## config.mk

```make
export PLATFORM = sky130hd
export DESIGN_NAME = seg_scan_scheduler
export DESIGN_NICKNAME = d
export VERILOG_FILES = /design/src/rtl/seg_scan_scheduler_pkg.sv /design/src/rtl/seg_scan_scheduler_tick_gen.sv /design/src/rtl/seg_scan_scheduler.sv
export SDC_FILE = /design/constraint.sdc
export NUM_CORES = 1
export LEC_CHECK = 0
export ABC_AREA = 1
export CAP_MARGIN = 20
export CORE_MARGIN = 2
export CORE_UTILIZATION = 48
export DETAILED_ROUTE_END_ITERATION = 12
export GPL_TIMING_DRIVEN = 0
export PLACE_DENSITY = 0.74
export SETUP_SLACK_MARGIN = 0.15
export SLEW_MARGIN = 20
export SYNTH_ARGS = -nofsm -noshare
export SYNTH_HDL_FRONTEND = slang
export SYNTH_SLANG_ARGS = --single-unit
```

## constraint.sdc

```tcl
create_clock -name clk_in -period 1.3 [get_ports clk_in]
set_input_delay 0.195 -clock clk_in [delete_from_list [all_inputs] [get_ports clk_in]]
set_output_delay 0.195 -clock clk_in [all_outputs]
set_load 0.005 [all_outputs]
```

## src/rtl/seg_scan_scheduler_pkg.sv

```systemverilog
// Shared constants for the 7-segment scan scheduler.
//   - FSM state encoding (IDLE / BLANK / SHOW)
//   - Default divider terminal count and blanking length for a 50 MHz clk_in
package seg_scan_scheduler_pkg;

  localparam logic [1:0] ST_IDLE  = 2'd0;
  localparam logic [1:0] ST_BLANK = 2'd1;
  localparam logic [1:0] ST_SHOW  = 2'd2;

  // 25000 cycles per scan slot -> 2 kHz digit rate at 50 MHz
  localparam logic [15:0] DEF_TICK_LIMIT   = 16'd24999;
  // 10 us of all-anodes-off before each digit
  localparam int          DEF_BLANK_CYCLES = 500;

endpackage

```

## src/rtl/seg_scan_scheduler_tick_gen.sv

```systemverilog
// Free-running terminal-count divider producing a one-cycle clock enable.
// Ports:
//   clk_in  - system clock
//   rst_n   - synchronous active-low reset (counter restarts from 0)
//   tick_en - high for the whole cycle in which the counter sits at TICK_LIMIT;
//             the counter wraps to 0 on the edge that ends that cycle
module scan_tick_gen #(
  parameter int                  CNT_SIZE   = 16,
  parameter logic [CNT_SIZE-1:0] TICK_LIMIT = CNT_SIZE'(24999)
) (
  input  logic clk_in,
  input  logic rst_n,
  output logic tick_en
);

  logic [CNT_SIZE-1:0] cnt;

  assign tick_en = (cnt == TICK_LIMIT);

  always_ff @(posedge clk_in) begin
    if (!rst_n) begin
      cnt <= '0;
    end else if (tick_en) begin
      cnt <= '0;
    end else begin
      cnt <= cnt + 1'b1;
    end
  end

endmodule

```

## src/rtl/seg_scan_scheduler.sv

```systemverilog
// Round-robin scan scheduler sharing one hex-to-7-seg decoder among DIGITS digits.
// Each scan tick grants the next enabled digit: the nibble and decimal point are
// latched, all anodes stay off for BLANK_CYCLES cycles (anti-ghosting), then the
// granted digit's anode is driven low until the next tick.
// Ports:
//   clk_in     - system clock, the only clock
//   rst_n      - synchronous active-low reset
//   digit_en   - per-digit display request
//   digit_val  - packed nibbles, digit i at [4i+3:4i]
//   dp_in      - per-digit decimal point request
//   hex_out    - nibble for the shared decoder (latched at grant)
//   dp_out     - decimal point of the granted digit (latched at grant)
//   an_out     - active-low anodes, at most one low
//   scan_tick  - registered one-cycle pulse per divider terminal count
//   frame_done - one-cycle pulse when a grant wraps to the lowest enabled digit
module seg_scan_scheduler
  import seg_scan_scheduler_pkg::*;
#(
  parameter int                  DIGITS       = 4,
  parameter int                  CNT_SIZE     = 16,
  parameter logic [CNT_SIZE-1:0] TICK_LIMIT   = CNT_SIZE'(DEF_TICK_LIMIT),
  parameter int                  BLANK_CYCLES = DEF_BLANK_CYCLES
) (
  input  logic                  clk_in,
  input  logic                  rst_n,
  input  logic [DIGITS-1:0]     digit_en,
  input  logic [4*DIGITS-1:0]   digit_val,
  input  logic [DIGITS-1:0]     dp_in,
  output logic [3:0]            hex_out,
  output logic                  dp_out,
  output logic [DIGITS-1:0]     an_out,
  output logic                  scan_tick,
  output logic                  frame_done
);

  localparam int                  SEL_W      = $clog2(DIGITS);
  localparam logic [CNT_SIZE-1:0] BLANK_LAST = CNT_SIZE'(BLANK_CYCLES - 1);

  logic                tick;
  logic [1:0]          state;
  logic [SEL_W-1:0]    sel;
  logic [CNT_SIZE-1:0] bcnt;
  logic [SEL_W-1:0]    pick_idx;
  logic                pick_wrap;
  logic [DIGITS-1:0]   an_show;

  scan_tick_gen #(
    .CNT_SIZE   (CNT_SIZE),
    .TICK_LIMIT (TICK_LIMIT)
  ) u_tick (
    .clk_in  (clk_in),
    .rst_n   (rst_n),
    .tick_en (tick)
  );

  // Returns {wrap, index}: lowest enabled index above cur, else the lowest
  // enabled index overall (a wrap, which includes reselecting cur alone).
  function automatic logic [SEL_W:0] next_pick(input logic [DIGITS-1:0] en,
                                               input logic [SEL_W-1:0]  cur);
    logic [SEL_W-1:0] first_any;
    logic [SEL_W-1:0] first_above;
    logic             found_above;
    first_any   = '0;
    first_above = '0;
    found_above = 1'b0;
    // Descending scan so the last hit is the lowest qualifying index
    for (int i = DIGITS - 1; i >= 0; i--) begin
      if (en[i]) begin
        first_any = SEL_W'(i);
        if (i > int'(cur)) begin
          first_above = SEL_W'(i);
          found_above = 1'b1;
        end
      end
    end
    return found_above ? {1'b0, first_above} : {1'b1, first_any};
  endfunction

  assign {pick_wrap, pick_idx} = next_pick(digit_en, sel);
  assign an_show = ~(DIGITS'(1) << sel);

  always_ff @(posedge clk_in) begin
    if (!rst_n) begin
      state      <= ST_IDLE;
      sel        <= SEL_W'(DIGITS - 1);
      bcnt       <= '0;
      hex_out    <= 4'h0;
      dp_out     <= 1'b0;
      an_out     <= '1;
      scan_tick  <= 1'b0;
      frame_done <= 1'b0;
    end else begin
      scan_tick  <= tick;
      frame_done <= 1'b0;
      case (state)
        // Ticks cannot land here while BLANK_CYCLES < TICK_LIMIT; ignore any that do
        ST_BLANK: begin
          if (bcnt == BLANK_LAST) begin
            state  <= ST_SHOW;
            an_out <= an_show;
          end else begin
            bcnt <= bcnt + 1'b1;
          end
        end
        ST_IDLE, ST_SHOW: begin
          if (tick) begin
            an_out <= '1;
            if (|digit_en) begin
              sel        <= pick_idx;
              hex_out    <= digit_val[4*pick_idx +: 4];
              dp_out     <= dp_in[pick_idx];
              frame_done <= pick_wrap;
              bcnt       <= '0;
              state      <= ST_BLANK;
            end else begin
              state <= ST_IDLE;
            end
          end else if (state == ST_SHOW && !digit_en[sel]) begin
            // Requester withdrew: go dark and wait for the next tick
            state  <= ST_IDLE;
            an_out <= '1;
          end
        end
        default: begin
          state  <= ST_IDLE;
          an_out <= '1;
        end
      endcase
    end
  end

endmodule

```

==> impl_metrics.py, run 1 <==
metrics = {
    "pwr": {
        "p_leak_nw": 1.66,
        "p_per_area_nw_per_um2": 669,
        "irDropWorstVdd_uv": 481,
    },
    "sta": {
        "setup_viol": 42,
        "fin_crit_ns": 1.51,
        "post-route-period-util": 1.16,
        "rsz0062_at_grt": "yes",
        "max_freq_ghz": 0.664,
        "final_hold_viol_count": 0,
        "relSlewSlack": 0.631,
        "skew_ns": 0.00691,
        "tightest_slew_ns": 0.554,
        "drv_slew": 0,
        "setup_slack_ns": -0.207,
    },
    "grt": {
        "antenna_found_initial": 0,
        "met1_usage": 0.279,
        "grt_use_met3": 0.0430,
        "grt_first_pass_wirelength_um": 11800,
        "top_usage_layer": "met2",
        "grt_overflow": 0,
        "grt_max_degree": 16,
        "use_met2": 0.412,
        "grt_use_total": 0.232,
        "first_global_vias": 2707,
    },
    "placed_design": {
        "dp_hpwl_um": 4770,
        "place.gp.congestion": 0.871,
        "place_ws_ns": -0.671,
        "post_dp_cell_area_um2": 3280,
        "io_buffer_count": 36,
    },
    "clocking": {
        "htreeDepth": 2,
        "cts.sinks": 47,
        "clkTransAtPathRegs_ns": 0.09,
        "clkLatencyLatePin_ns": 0.31,
        "cts_inserted_buffers": 5,
        "tritoncts": "yes",
        "clk_path_buf_depth": 2,
        "root_buffer": "clkbuf_8",
        "holdBufCountCts": 0,
    },
    "flow_run": {
        "cap_violations": 0,
    },
    "floorplan": {
        "die_area_um2": 6320,
        "start_util": 0.497,
        "fp.dieH_um": 79.5,
        "die_w_um": 79.5,
        "io_pins": 37,
        "rows": 27,
        "coreArea_um2": 5510,
    },
    "cells_and_area": {
        "area_growth_pct": 42.1,
        "nets": 530,
        "n_antenna_cell": 0,
        "stdcell_area_um2": 3890,
        "num-fill-cells": 481,
        "ff_latch_area_um2": 986,
        "multi_input_area_um2": 1780,
        "final_common_cell": "nand2_1",
        "drive_gt1_frac": 0.308,
        "final_cell_mix": "nand2_1 (84), nand3_1 (55), inv_1 (49), nor2_1 (49), buf_4 (29)",
    },
    "synthesis": {
        "synth_nets": 453,
        "synth.area.top_cells": "dfxtp_1 (34%), nand2_1 (13%), nand3_1 (11%), nor2_1 (8.4%), inv_1 (7.5%)",
        "synth_cells": 425,
        "ys_types": 31,
        "synth_top_cell_by_area": "dfxtp_1",
        "synth_area_um2": 2740,
        "avgSynthCellArea_um2": 6.44,
        "synth_top_area_frac": 0.344,
        "synth_seq_cells": 47,
        "yosys_warnings": 0,
        "synth_seq_area_share": 0.344,
    },
    "routing": {
        "wire_per_inst_um": 13.0,
        "drc_errors": 0,
        "num_vias": 2988,
        "first_iter_violations": 135,
        "ant_nets": 0,
        "drtPass1Iterations": 4,
        "drt-total-wl_um": 7500,
        "vias_per_cell": 5.20,
    },
    "worst_setup_path": {
        "regToRegSetupSlack_ns": -0.21,
        "worstReg2RegEnd": "hex_out[2]",
        "startpoint_type": "flop",
        "path_max_fanout": 4,
        "crit_type": "flop to flop",
        "cp-end-kind": "flop",
        "worst-path-stages": 10,
        "crit_path_top_delay_cell": "dfxtp_2",
        "cp_top_family": "simple AND/OR/NAND/NOR gates",
        "worstReg2RegStart": "u_tick.cnt[1]",
        "cp_num_buf_inv": 1,
        "crit_top_cell": "nand2_1",
        "cp-startpoint": "u_tick.cnt[1]",
        "cpPeakStageDelay_ns": 0.36,
        "arrival_ns": 1.71,
        "crit_end": "hex_out[2]",
        "reg2regPathDepth": 10,
        "cp.required_ns": 1.50,
        "crit_chain": "ha_4 > nand2_1 > inv_2 > nand2_1 > nor2_2 > nand3_2 > nor2_1 > nand3_1 > nand2_1 > nor2_1",
    },
    "worst_hold_path": {
        "min_path_type": "flop to flop",
    },
    "run_status": {
        "status": "finished with violations",
        "violations": "setup timing",
    },
}
-- flip-flops by register name, summed over array words and instances (netlist names) --
| signal | count |
|---|---|
| sel | 2 |
| u_tick.cnt | 16 |
| hex_out | 4 |
| bcnt | 16 |
| dp_out | 1 |
| scan_tick | 1 |
| frame_done | 1 |
| state | 2 |
| an_out | 4 |
-- tightest hold or removal path: cells and delay by family, from the launching register on --
kind	cells	cell delay, ns
flops	1	0.34
simple gates	2	0.09
-- power breakdown --
part	switching [mW]	leakage (nW)	internal [mW]	total [mW]
clock	0.524	0.0483	0.380	0.904
combinational	0.120	1.22	0.132	0.252
sequential	0.00865	0.390	1.44	1.45
total	0.652	1.66	1.95	2.61
-- routing by layer --
metal / part of all wire / up-vias
li1: - / 1516
met5: 0 / -
met2: 0.53 / 66
met1: 0.42 / 1393
met3: 0.038 / 13
met4: 0.016 / 0
-- final cells by class --
class                      instances  area share
clock inverter                     3     0.00482
inverter                          60      0.0595
clock buffer                       5      0.0177
timing repair buffer              70       0.167
multi-input combinational        311       0.456
buffer                             7      0.0183
sequential                        47       0.253
tap                               72      0.0232
-- through the flow --
| stage | hold WS [ns] | power, mW | util | setup TNS [ns] | instances |
|---|---|---|---|---|---|
| 3_5_place_dp | 0.432 | 1.71 | 0.596 | -14.45 | 533 |
| 2_1_floorplan | 0.389 | 1.60 | - | -0.0741 | 425 |
| 3_3_place_gp | 0.427 | 1.70 | 0.596 | -13.75 | 533 |
| 6_report | 0.451 | 2.61 | 0.707 | -4.96 | 575 |
| 5_1_grt | 0.473 | 2.73 | 0.707 | -9.55 | 575 |
| 4_1_cts | 0.457 | 2.61 | 0.679 | -4.21 | 568 |
-- cell usage after synthesis --
cell type and count:
ha_1 2, a21oi_1 24, xor2_1 8, clkinv_1 1, nand2_4 4, nand3_4 1
a21oi_2 1, o21a_1 1, dfxtp_1 47, nand3_1 62, and3_1 1, clkbuf_1 2
nand3_2 2, buf_2 1, inv_2 3, inv_1 55, nor3b_2 1, clkinv_2 1
nand2_1 98, nor2_2 7, nand3b_1 2, o21ai_0 9, a31oi_1 2, nand2_2 7
buf_6 3, nand4_1 10, nor2_4 1, nor2_1 61, nor3_1 5, o21ai_1 2
buf_8 1
-- how the worst min path moves through the flow --
| stage | start | to | slack, ns | cells after the start |
|---|---|---|---|---|
| floorplan | rst_n | u_tick.cnt[2] | 0.39 | 2 |
| global placement | u_tick.cnt[0] | u_tick.cnt[0] | 0.43 | 1 |
| detailed placement | u_tick.cnt[0] | u_tick.cnt[0] | 0.43 | 1 |
| CTS | an_out[0] | an_out[0] | 0.46 | 2 |
| global route | an_out[0] | an_out[0] | 0.47 | 2 |
| finish | an_out[0] | an_out[0] | 0.45 | 2 |
-- kinds of logic (layout without fill, tap and decap cells) --
| logic type | count (synthesis) | in the layout | synth area share |
|---|---|---|---|
| adder cells (fa/ha/maj) | 2 | 2 | 0.00914 |
| AND/OR/NAND/NOR | 262 | 262 | 0.442 |
| buffers and inverters | 67 | 145 | 0.105 |
| flip-flops | 47 | 47 | 0.344 |
| XOR/XNOR | 8 | 8 | 0.0256 |
| AO/OA/AOI/OAI | 39 | 39 | 0.0745 |
-- what timing repair did --
action / CTS / global route
cloned: 0 / 1
resized for setup: 67 / 28
pin swaps: 11 / 11
endpoints found under the setup margin: 57 / 47
buffers inserted: 27 / 6
(Power assumes the default switching activity.)
==> run 2: changes to the inputs <==
--- a/config.mk
+++ b/config.mk
@@ -7,7 +7,7 @@
 export LEC_CHECK = 0
 export ABC_AREA = 1
 export CAP_MARGIN = 20
-export CORE_MARGIN = 2
+export CORE_MARGIN = 5
 export CORE_UTILIZATION = 48
 export DETAILED_ROUTE_END_ITERATION = 12
 export GPL_TIMING_DRIVEN = 0
==> constraint.sdc (replaced) <==
create_clock -name clk_in -period 1.2 [get_ports clk_in]
set_input_delay 0.18 -clock clk_in [delete_from_list [all_inputs] [get_ports clk_in]]
set_output_delay 0.18 -clock clk_in [all_outputs]
set_load 0.005 [all_outputs]
==> run 2 against run 1 <==
The run still ends with setup timing left. Total power grew 9.9%. Non-clock buffer count is 1 higher. Core utilization is 0.61 points higher. Sequential power grew 8%. Clock skew decreased by 0.0041 ns. Critical path depth down 2. Clock power increased by 12%. First-iteration DRC count fell by 23%. Register-to-register slack worse by 0.11 ns. Global-route usage decreased by 4.6 points. Critical path type unchanged. Critical endpoint is now bcnt[15]. Largest power group unchanged.
==> impl_metrics.py, run 2 (synthesis gave the netlist of run 1 again) <==
metrics = {
    "grt": {
        "grt_use_total": 0.187,
        "grt_first_pass_wirelength_um": 11300,
        "grt_overflow": 0,
        "antenna_found_initial": 0,
        "first_global_vias": 2671,
        "grt_max_degree": 14,
    },
    "clocking": {
        "cts_inserted_buffers": 5,
        "clkLatencyLatePin_ns": 0.30,
        "htreeDepth": 2,
        "tritoncts": "yes",
        "clk_path_buf_depth": 2,
        "root_buffer": "clkbuf_8",
        "clkTransAtPathRegs_ns": 0.09,
        "cts.sinks": 47,
    },
    "pwr": {
        "irDropWorstVdd_uv": 496,
        "clock_power_share": 0.352,
        "total_power_mw": 2.86,
        "seq_power_share": 0.549,
        "power_frac_comb": 0.099,
        "p_leak_nw": 1.64,
        "p_per_area_nw_per_um2": 725,
        "p_sw_mw": 0.697,
        "p_int_mw": 2.17,
        "switching_share": 0.243,
    },
    "sta": {
        "rsz0062_at_grt": "yes",
        "setup_slack_ns": -0.314,
        "relSlewSlack": 0.632,
        "post-route-period-util": 1.26,
        "skew_ns": 0.00284,
        "fin_crit_ns": 1.51,
        "drv_slew": 0,
        "setup-tns-final_ns": -8.79,
        "max_freq_ghz": 0.661,
        "tightest_slew_ns": 0.553,
        "setup_viol": 45,
        "final_hold_viol_count": 0,
    },
    "floorplan": {
        "die_area_um2": 7310,
        "die_w_um": 85.5,
        "start_util": 0.494,
        "coreArea_um2": 5540,
        "rows": 27,
        "io_pins": 37,
        "fp.dieH_um": 85.5,
    },
    "placed_design": {
        "place_ws_ns": -0.793,
        "dp_hpwl_um": 4940,
        "place.gp.congestion": 0.919,
        "post_dp_cell_area_um2": 3280,
        "io_buffer_count": 36,
    },
    "worst_setup_path": {
        "path_max_fanout": 5,
        "regToRegSetupSlack_ns": -0.31,
        "cp.required_ns": 1.45,
        "crit_type": "flop to flop",
        "cp-end-kind": "flop",
        "worstReg2RegStart": "bcnt[2]",
        "cp-startpoint": "bcnt[2]",
        "startpoint_type": "flop",
        "worstReg2RegEnd": "bcnt[15]",
        "reg2regPathDepth": 8,
        "arrival_ns": 1.76,
    },
    "routing": {
        "drt-total-wl_um": 7370,
        "ant_nets": 0,
        "drc_errors": 0,
        "wire_per_inst_um": 12.8,
        "num_vias": 2963,
        "drtPass1Iterations": 4,
        "vias_per_cell": 5.15,
        "first_iter_violations": 104,
    },
    "worst_hold_path": {
        "min_to": "u_tick.cnt[0]",
        "min_path_type": "flop to flop",
        "hp-start": "u_tick.cnt[0]",
        "hold_path_depth": 1,
    },
    "run_status": {
        "status": "finished with violations",
        "violations": "setup timing",
    },
    "cells_and_area": {
        "area_growth_pct": 44.2,
        "n_antenna_cell": 0,
        "num-fill-cells": 457,
        "final_cell_mix": "nand2_1 (85), inv_1 (48), nand3_1 (48)",
        "largestRegisters": "bcnt: 16 flops, u_tick.cnt: 16 flops",
        "drive_gt1_frac": 0.350,
        "nets": 531,
        "final_common_cell": "nand2_1",
        "utilization": 0.713,
        "stdcell_area_um2": 3950,
    },
    "flow_run": {
        "cap_violations": 0,
    },
}
run 2: cell count changes in the layout (fill, tap and decap cells not counted), sizes merged:
cell	change
dlygate4sd2	-12
clkbuf	+7
clkdlybuf4s15	+5
buf	+1
clkinv	-1
dlymetal6s2s	+1
inv	-1
run 2: per-layer routing:
layer | GRT usage | wire (µm) | vias up
li1 | - | - | 1513
met1 | 0.225 | 3170 | 1367
met2 | 0.330 | 3780 | 61
met3 | 0.0336 | 257 | 22
met4 | 0.0691 | 163 | 0
met5 | 0 | 0 | -
run 2: what timing repair did:
action,in CTS,in global routing
cloned,1,2
setup endpoints to repair,58,54
setup buffers,20,12
pin swaps,13,10
resized for setup,70,66
endpoints found under the hold margin,0,0
hold buffers,0,0
run 2: area by class of cell:
type	count	area (µm²)	area share
plain buffers	7	72.6	0.0184
well taps	72	90.1	0.0228
repair buffers	71	652	0.165
clock buffers	6	82.6	0.0209
clock inverters	1	5.00	0.00127
inverters	60	236	0.0599
flip-flops and latches	47	990	0.251
multi-input cells	311	1820	0.461
run 2: worst max-delay path by stage:
stage / slack [ns] / endpoint / cells after the start
after detailed placement: -0.79 / hex_out[1] / 9
after global routing: -0.45 / bcnt[15] / 8
after floorplan: -0.12 / bcnt[15] / 9
final: -0.31 / bcnt[15] / 8
after CTS: -0.26 / bcnt[15] / 9
after global placement: -0.74 / hex_out[1] / 9
run 2: critical path, cell delays in order (launching register included):
cell and delay [ns]:
dfxtp_1 0.45, nand3_1 0.22, inv_1 0.09, nand2_1 0.10, o21ai_0 0.22, nand3_1 0.10, nor2_1 0.15, nor2_2 0.05
nor2_1 0.07
run 2: power by group through the flow:
stage	Sequential [mW]	Clock (mW)	Combinational [mW]
6_report	1.57	1.01	0.283
5_1_grt	1.57	1.07	0.308
4_1_cts	1.58	1.02	0.273
3_5_place_dp	1.61	0	0.236
3_3_place_gp	1.61	0	0.231
2_1_floorplan	1.61	0	0.119
run 2: per-stage QoR:
step                hold slack, ns  instances
finish                       0.441        575
global route                 0.461        575
CTS                          0.448        561
detailed placement           0.437        533
global placement             0.426        533
floorplan                    0.374        425
==> run 3: changes to the inputs <==
--- a/config.mk
+++ b/config.mk
@@ -13,6 +13,7 @@
 export GPL_TIMING_DRIVEN = 0
 export PLACE_DENSITY = 0.74
 export SETUP_SLACK_MARGIN = 0.15
+export SKIP_CTS_REPAIR_TIMING = 1
 export SLEW_MARGIN = 20
 export SYNTH_ARGS = -nofsm -noshare
 export SYNTH_HDL_FRONTEND = slang
==> run 3 against run 2 <==
Worst hold slack lost 0.13 ns. Worst setup slack got worse by 0.0029 ns. Core utilization is 1.1 points lower. The flow still finishes with violations (setup timing). Wire length shrank 3.3%. Largest power group unchanged. Critical path depth up 1. Final cell count is 1.6% lower. First-iteration DRC count increased by 9.6%. Sequential share of layout area rose by 0.40 points.
==> impl_metrics.py, run 3 (synthesis gave the netlist of run 1 again) <==
metrics = {
    "cells_and_area": {
        "drive_gt1_frac": 0.296,
        "stdcell_count": 566,
        "final_cell_mix": "nand2_1 (86), nand3_1 (52), inv_1 (49), nor2_1 (49), dfxtp_2 (24)",
        "num-fill-cells": 462,
        "n_antenna_cell": 0,
        "utilization": 0.701,
        "largestRegisters": "bcnt: 16 flops, u_tick.cnt: 16 flops",
        "nets": 522,
        "area_growth_pct": 42.0,
        "final_common_cell": "nand2_1",
    },
    "clocking": {
        "tritoncts": "yes",
        "root_buffer": "clkbuf_8",
        "cts.sinks": 47,
        "htreeDepth": 2,
        "clkTransAtPathRegs_ns": 0.09,
        "clkLatencyLatePin_ns": 0.31,
        "cts_inserted_buffers": 5,
        "clk_path_buf_depth": 2,
    },
    "sta": {
        "final_hold_viol_count": 0,
        "drv_slew": 0,
        "whs_ns": 0.313,
        "fin_crit_ns": 1.52,
        "tightest_slew_ns": 0.519,
        "max_freq_ghz": 0.659,
        "skew_ns": 0.00785,
        "setup_viol": 46,
        "rsz0062_at_grt": "yes",
        "relSlewSlack": 0.654,
        "post-route-period-util": 1.26,
        "setup_slack_ns": -0.317,
    },
    "floorplan": {
        "die_w_um": 85.5,
        "coreArea_um2": 5540,
        "io_pins": 37,
        "rows": 27,
        "fp.dieH_um": 85.5,
        "die_area_um2": 7310,
        "start_util": 0.494,
    },
    "placed_design": {
        "place.gp.congestion": 0.919,
        "dp_hpwl_um": 4940,
        "place_ws_ns": -0.793,
        "io_buffer_count": 36,
        "place_inst": 533,
    },
    "grt": {
        "grt_overflow": 0,
        "grt_max_degree": 14,
        "grt_use_total": 0.174,
        "first_global_vias": 2493,
        "grt_first_pass_wirelength_um": 10600,
        "antenna_found_initial": 0,
    },
    "pwr": {
        "p_leak_nw": 1.72,
        "p_per_area_nw_per_um2": 727,
        "total_power_mw": 2.83,
        "irDropWorstVdd_uv": 508,
    },
    "routing": {
        "drc_errors": 0,
        "vias_per_cell": 5.13,
        "drtPass1Iterations": 4,
        "first_iter_violations": 114,
        "num_vias": 2901,
        "ant_nets": 0,
        "drt-total-wl_um": 7130,
        "wire_per_inst_um": 12.6,
    },
    "run_status": {
        "violations": "setup timing",
        "status": "finished with violations",
    },
    "worst_setup_path": {
        "path_max_fanout": 5,
        "worstReg2RegStart": "bcnt[12]",
        "reg2regPathDepth": 9,
        "startpoint_type": "flop",
        "cp-end-kind": "flop",
        "regToRegSetupSlack_ns": -0.32,
        "worstReg2RegEnd": "bcnt[5]",
        "cp.required_ns": 1.41,
        "crit_end": "bcnt[5]",
        "cp-startpoint": "bcnt[12]",
        "crit_type": "flop to flop",
        "arrival_ns": 1.72,
    },
    "worst_hold_path": {
        "min_path_type": "input pin to flop",
    },
    "flow_run": {
        "cap_violations": 0,
    },
}
[run 3: cell count changes in the layout (fill, tap and decap cells not counted), sizes merged]
cell           change
dlygate4sd2        -1
clkbuf             -5
dlymetal6s2s      +12
buf               -10
clkdlybuf4s15      -5
[run 3: power by group]
group | switching (mW) | internal [mW] | total (mW)
combinational | 0.122 | 0.137 | 0.258
clock | 0.547 | 0.453 | 1.00
sequential | 0.00977 | 1.56 | 1.57
[run 3: layout make-up]
class / count / area, µm² / area share
well taps: 72 / 90.1 / 0.0232
inverters: 60 / 231 / 0.0596
repair buffers: 62 / 631 / 0.162
plain buffers: 7 / 75.1 / 0.0193
clock buffers: 6 / 82.6 / 0.0212
clock inverters: 1 / 5.00 / 0.00129
flip-flops and latches: 47 / 990 / 0.255
multi-input cells: 311 / 1780 / 0.458
[run 3: metrics by stage]
step / area [µm²] / setup TNS, ns
2_1_floorplan: 2830 / -2.24
3_3_place_gp: 3280 / -17.69
3_5_place_dp: 3280 / -18.29
4_1_cts: 3370 / -12.83
5_1_grt: 3890 / -13.94
6_report: 3890 / -9.57
[run 3: per-layer routing]
layer / vias to the layer above / wire [µm] / GRT usage
met5: - / 0 / 0
met3: 15 / 266 / 0.0298
met4: 0 / 129 / 0.0619
li1: 1495 / - / -
met2: 60 / 3610 / 0.302
met1: 1331 / 3120 / 0.217
[run 3: critical path: stages, from the launching register on]
cell	delay [ns]
dfxtp_2	0.36
nor2_2	0.12
nand3_1	0.12
nor2_2	0.16
nand2_2	0.09
nand2_4	0.11
nand2_8	0.10
clkbuf_16	0.17
a21oi_1	0.13
nor2_1	0.06
[run 3: how the worst min path moves through the flow]
stage                              from       endpoint  slack, ns  cells past startpoint
after global routing        digit_en[3]     frame_done       0.35                      4
after CTS                 u_tick.cnt[0]  u_tick.cnt[0]       0.45                      1
final                       digit_en[3]     frame_done       0.31                      4
after floorplan                   rst_n  u_tick.cnt[2]       0.37                      2
after global placement    u_tick.cnt[0]  u_tick.cnt[0]       0.43                      1
after detailed placement  u_tick.cnt[0]  u_tick.cnt[0]       0.44                      1
==> patch 1: new RTL, config.mk and constraints of run 2 <==
Change the package constant `DEF_TICK_LIMIT` from 16'd24999 to 16'd12499.
--- a/src/rtl/seg_scan_scheduler_pkg.sv
+++ b/src/rtl/seg_scan_scheduler_pkg.sv
@@ -9,5 +9,5 @@
 
   // 25000 cycles per scan slot -> 2 kHz digit rate at 50 MHz
-  localparam logic [15:0] DEF_TICK_LIMIT   = 16'd24999;
+  localparam logic [15:0] DEF_TICK_LIMIT   = 16'd12499;
   // 10 us of all-anodes-off before each digit
   localparam int          DEF_BLANK_CYCLES = 500;
Function: no difference found for any inputs over 10 cycles, from zero or initial values and one cycle with rst_n low; that may be too few to reach the edited logic, so the function may still have changed.
==> patch 1 against run 2 <==
  * Design area rose by 3.0%
  * Worst setup slack worse by 0.022 ns
  * Sequential cell count unchanged
  * The flow still finishes with violations (setup timing)
  * Power is 0.37% lower
  * Largest cell class unchanged
  * Synthesized cell count grew 1.4%
  * Critical path type unchanged
  * Die area is 0.44% higher
  * Synthesized area rose by 0.50%
  * Wire length is 13% higher
  * Maximum frequency is 1.4% lower
==> patch 1: results (changes against run 2) <==
stage;metric;value;unit;change
pwr;p_leak;1.720;nW;+5.2%
synthesis;ys_top_cells_by_area;dfxtp_1 (34%), nand2_1 (16%), nand3_1 (12%), nor2_1 (8.5%), inv_1 (6.0%);;
synthesis;synth_cells;431;;+1.4%
pwr;ir_drop;0.4950;mV;-0.21%
timing;relSlewSlack;64.46;%;+1.3 points
synthesis;synth_commonest_cells;nand2_1 (117), nand3_1 (64), nor2_1 (62);;
worst_setup_path;slowest_stage;dfxtp_4;;
final_layout;inv_count;48;;-20%
pwr;p_per_area;701.0;mW/mm2;-3.3%
timing;final-setup-viol-count;47;;+4.4%
timing;postLayoutSetupSlackWorst;-0.3355;ns;-0.02163 ns
synthesis;ys_types;32;;+3.2%
placed_design;dpl.hpwl;5055;um;+2.4%
timing;hold-worst-slack;0.3102;ns;-0.1307 ns
placed_design;place_area;0.003338;mm2;+1.6%
routing;wl_met2;4249;um;+13%
grt;grt_max_degree;15;;+1
status;status;complete, but fails checks;;
final_layout;seq_cell_count;47;;unchanged
placed_design;dp_cells;538;;+0.94%
status;violations;setup timing;;
timing;setup_tns;-12.75;ns;-3.959 ns
worst_setup_path;critPathMaxStageDelay;0.38;ns;-0.07 ns
routing;wl_met1;3372;um;+6.2%
placed_design;pre_cts_slack;-0.6546;ns;+0.1381 ns
grt;globalRouteMet3Util;3.650;%;+0.29 points
routing;first_pass_iters;5;;+1
final_layout;clkCellAreaFrac;2.337;%;+0.12 points
worst_setup_path;r2r_end;dp_out;;
routing;dr.first_iter.drc_count;223;;+110%
final_layout;buffers_excl_clock;85;;+9.0%
-- patch 1: cell count changes after synthesis, moves of 3 or more --
cell and change:
inv_1 -11, o21ai_0 -5, nor3_1 +3, nand2_4 -3, nand2_1 +19, nor2_2 -5
-- patch 1: timing repair --
action | in CTS | in global routing
resized for setup | 87 | 51
pin swaps | 13 | 16
setup endpoints to repair | 58 | 54
gates cloned | 2 | 1
buffers inserted | 21 | 16
-- patch 1: worst max path at each step --
stage	from	cells past startpoint	end
after detailed placement	digit_en[2]	9	hex_out[1]
final	u_tick.cnt[12]	10	dp_out
after floorplan	bcnt[1]	9	bcnt[2]
after global placement	digit_en[2]	9	hex_out[3]
after global routing	u_tick.cnt[12]	10	dp_out
after CTS	u_tick.cnt[0]	9	hex_out[1]
-- patch 1: cells by family after synthesis --
logic type	after synthesis	synth area share, %
buffers and inverters	58	9.368
adder cells (fa/ha/maj)	2	0.9094
AND/OR/NAND/NOR	283	46.66
XOR/XNOR	8	2.547
AO/OA/AOI/OAI	33	6.322
flip-flops	47	34.20
==> patch 2: new RTL, flow settings as in run 2 <==
Made on the original files. Remove the register `scan_tick`: a continuous assignment takes its place, so the output `scan_tick` follows one clock earlier. Comments in the files are not updated.
--- a/src/rtl/seg_scan_scheduler.sv
+++ b/src/rtl/seg_scan_scheduler.sv
@@ -88,8 +88,6 @@
       dp_out     <= 1'b0;
       an_out     <= '1;
-      scan_tick  <= 1'b0;
       frame_done <= 1'b0;
     end else begin
-      scan_tick  <= tick;
       frame_done <= 1'b0;
       case (state)
@@ -130,4 +128,6 @@
   end
 
+  assign scan_tick = tick;
+
 endmodule
 
Behaviour: no difference found for any inputs over 10 cycles, from zero or initial values and one cycle with rst_n low; that may be too few to reach the edited logic, so the function may still have changed.
==> patch 2 against run 2 <==
  * The run still ends with setup timing left
  * Synthesized area down 0.73%
  * Design area rose by 8.9%
  * Sequential cell count fell by 1
  * Maximum frequency shrank 6.1%
  * Worst setup slack got worse by 0.098 ns
  * Non-clock buffer count up 15
  * Wire length is 24% higher
  * Core utilization increased by 6.8 points
  * Critical endpoint is now u_tick.cnt[14]
  * Via count increased by 10%
  * Power shrank 1.7%
==> patch 2: results (changes against run 2) <==
stage;metric;value;unit;change
placed_design;dp_cells;538;;+0.94%
timing;final-setup-viol-count;47;;+4.4%
placed_design;pre_cts_slack;-0.6939;ns;+0.09879 ns
worst_setup_path;worst_ep_arrival_time;1.80;ns;+0.04 ns
synthesis;synth_commonest_cells;nand2_1 (141), nor2_1 (59), nand3_1 (49);;
status;status;complete, but fails checks;;
pwr;ir_drop;0.8425;mV;+70%
grt;grtUsageTotal;22.59;%;+3.9 points
pwr;p_leak;1.912;nW;+17%
routing;drt-total-wl;9160;um;+24%
synthesis;synth-compound-area-share;8.195;%;+0.75 points
synthesis;synthAdderAreaFrac;0.9208;%;+0.0067 points
timing;skew;0.01442;ns;+0.01159 ns
routing;first_pass_iters;5;;+1
synthesis;ys_types;34;;+9.7%
placed_design;place_congestion;0.8993;;-2.2%
final_layout;post_route_cells_drive_above_1_share;42.59;%;+7.6 points
grt;grt_max_degree;16;;+2
synthesis;synth_cells;430;;+1.2%
routing;dr.first_iter.drc_count;169;;+63%
routing;vias;3266;;+10%
status;violations;setup timing;;
synthesis;synth_xor_area_share;1.289;%;-1.3 points
final_layout;finalNetCount;553;;+4.1%
timing;postLayoutSetupSlackWorst;-0.4123;ns;-0.09843 ns
placed_design;dpl.hpwl;4948;um;+0.24%
grt;grt_pass1_vias;3058;;+14%
worst_setup_path;crit_path_max_fanout;4;;-1
grt;grt_pass1_wl;13610;um;+20%
final_layout;final_cell_count_no_fill;598;;+4.0%
worst_setup_path;critPathMaxStageDelay;0.36;ns;-0.09 ns
synthesis;yosysSeqAreaShare;33.89;%;-0.48 points
==> patch 2: changes by cell type in the layout (fill, tap and decap cells not counted), sizes merged, moves of 2 or more <==
| cell | run 2 | this run |
|---|---|---|
| buf | 39 | 56 |
| clkdlybuf4s15 | 5 | 1 |
| dlygate4sd2 | 1 | 3 |
| inv | 58 | 49 |
| nand2 | 109 | 147 |
| nand3 | 65 | 53 |
| nor2 | 69 | 64 |
| nor3 | 5 | 9 |
| o21a | 1 | 3 |
| o21ai | 11 | 7 |
| xor2 | 8 | 3 |
==> patch 2: what timing repair did <==
item | in CTS | in global routing
gates resized for setup | 118 | 83
buffers inserted | 34 | 13
endpoints found under the setup margin | 57 | 56
gates cloned | 5 | 0
pin swaps | 9 | 32
==> patch 2: area by class of cell <==
class | count | area [um2] | share of cell area, %
multi-input cells | 330 | 2069 | 48.14
flip-flops and latches | 46 | 982.2 | 22.85
repair buffers | 86 | 794.5 | 18.48
inverters | 48 | 192.7 | 4.482
well taps | 72 | 90.09 | 2.095
clock buffers | 5 | 68.82 | 1.601
plain buffers | 7 | 68.82 | 1.601
clock inverters | 3 | 21.27 | 0.4948
repair inverters | 1 | 11.26 | 0.2619
==> patch 2: cells by family (layout without fill, tap and decap cells) <==
kind of cell	Yosys count	after routing
xor+xnor	4	4
fa+ha+maj	2	2
flops	46	46
simple gates	285	286
buf+inv	55	150
compound gates	38	38
==> patch 2: metrics by stage <==
step                setup TNS, ns  power [W]  hold slack (ns)
floorplan                  -3.831   0.001684           0.3756
finish                     -13.95   0.002815           0.4588
CTS                        -10.96   0.002803           0.4574
global route               -17.61   0.002926           0.4787
detailed placement         -21.23   0.001801           0.4423
global placement           -20.21   0.001798           0.4419
==> patch 2: path summary, 6_finish.rpt <==
| path | from | to | slack (ns) | cells past startpoint |
|---|---|---|---|---|
| worst max-delay path | u_tick.cnt[0] | u_tick.cnt[14] | -0.41 | 12 |
| worst min-delay path | an_out[0] | an_out[0] | 0.46 | 2 |
| worst max register to register | u_tick.cnt[0] | u_tick.cnt[14] | -0.41 | 12 |
| worst min register to register | an_out[0] | an_out[0] | 0.46 | 2 |
==> patch 2: report_power, final <==
| group | internal [W] | leakage, nW | switching, W |
|---|---|---|---|
| clock network | 0.000411 | 0.0441 | 0.000579 |
| logic | 0.000157 | 1.48 | 0.000140 |
| registers | 0.00152 | 0.385 | 0.00000939 |
| total | 0.00209 | 1.91 | 0.000729 |
==> patch 2: critical path, delay by kind of cell (launching register included) <==
family	cells	cell delay (ns)
compound gates	1	0.06
fa+ha+maj	1	0.15
flops	1	0.36
simple gates	7	0.65
buf+inv	3	0.28
==> patch 2: routing by layer <==
metal  up-vias  track usage, %  wire [um]
met2       108           40.89       4791
met4         0           6.187        148
met5         -               0          0
met3        16           3.592        415
li1       1576               -          -
met1      1566           27.46       3806
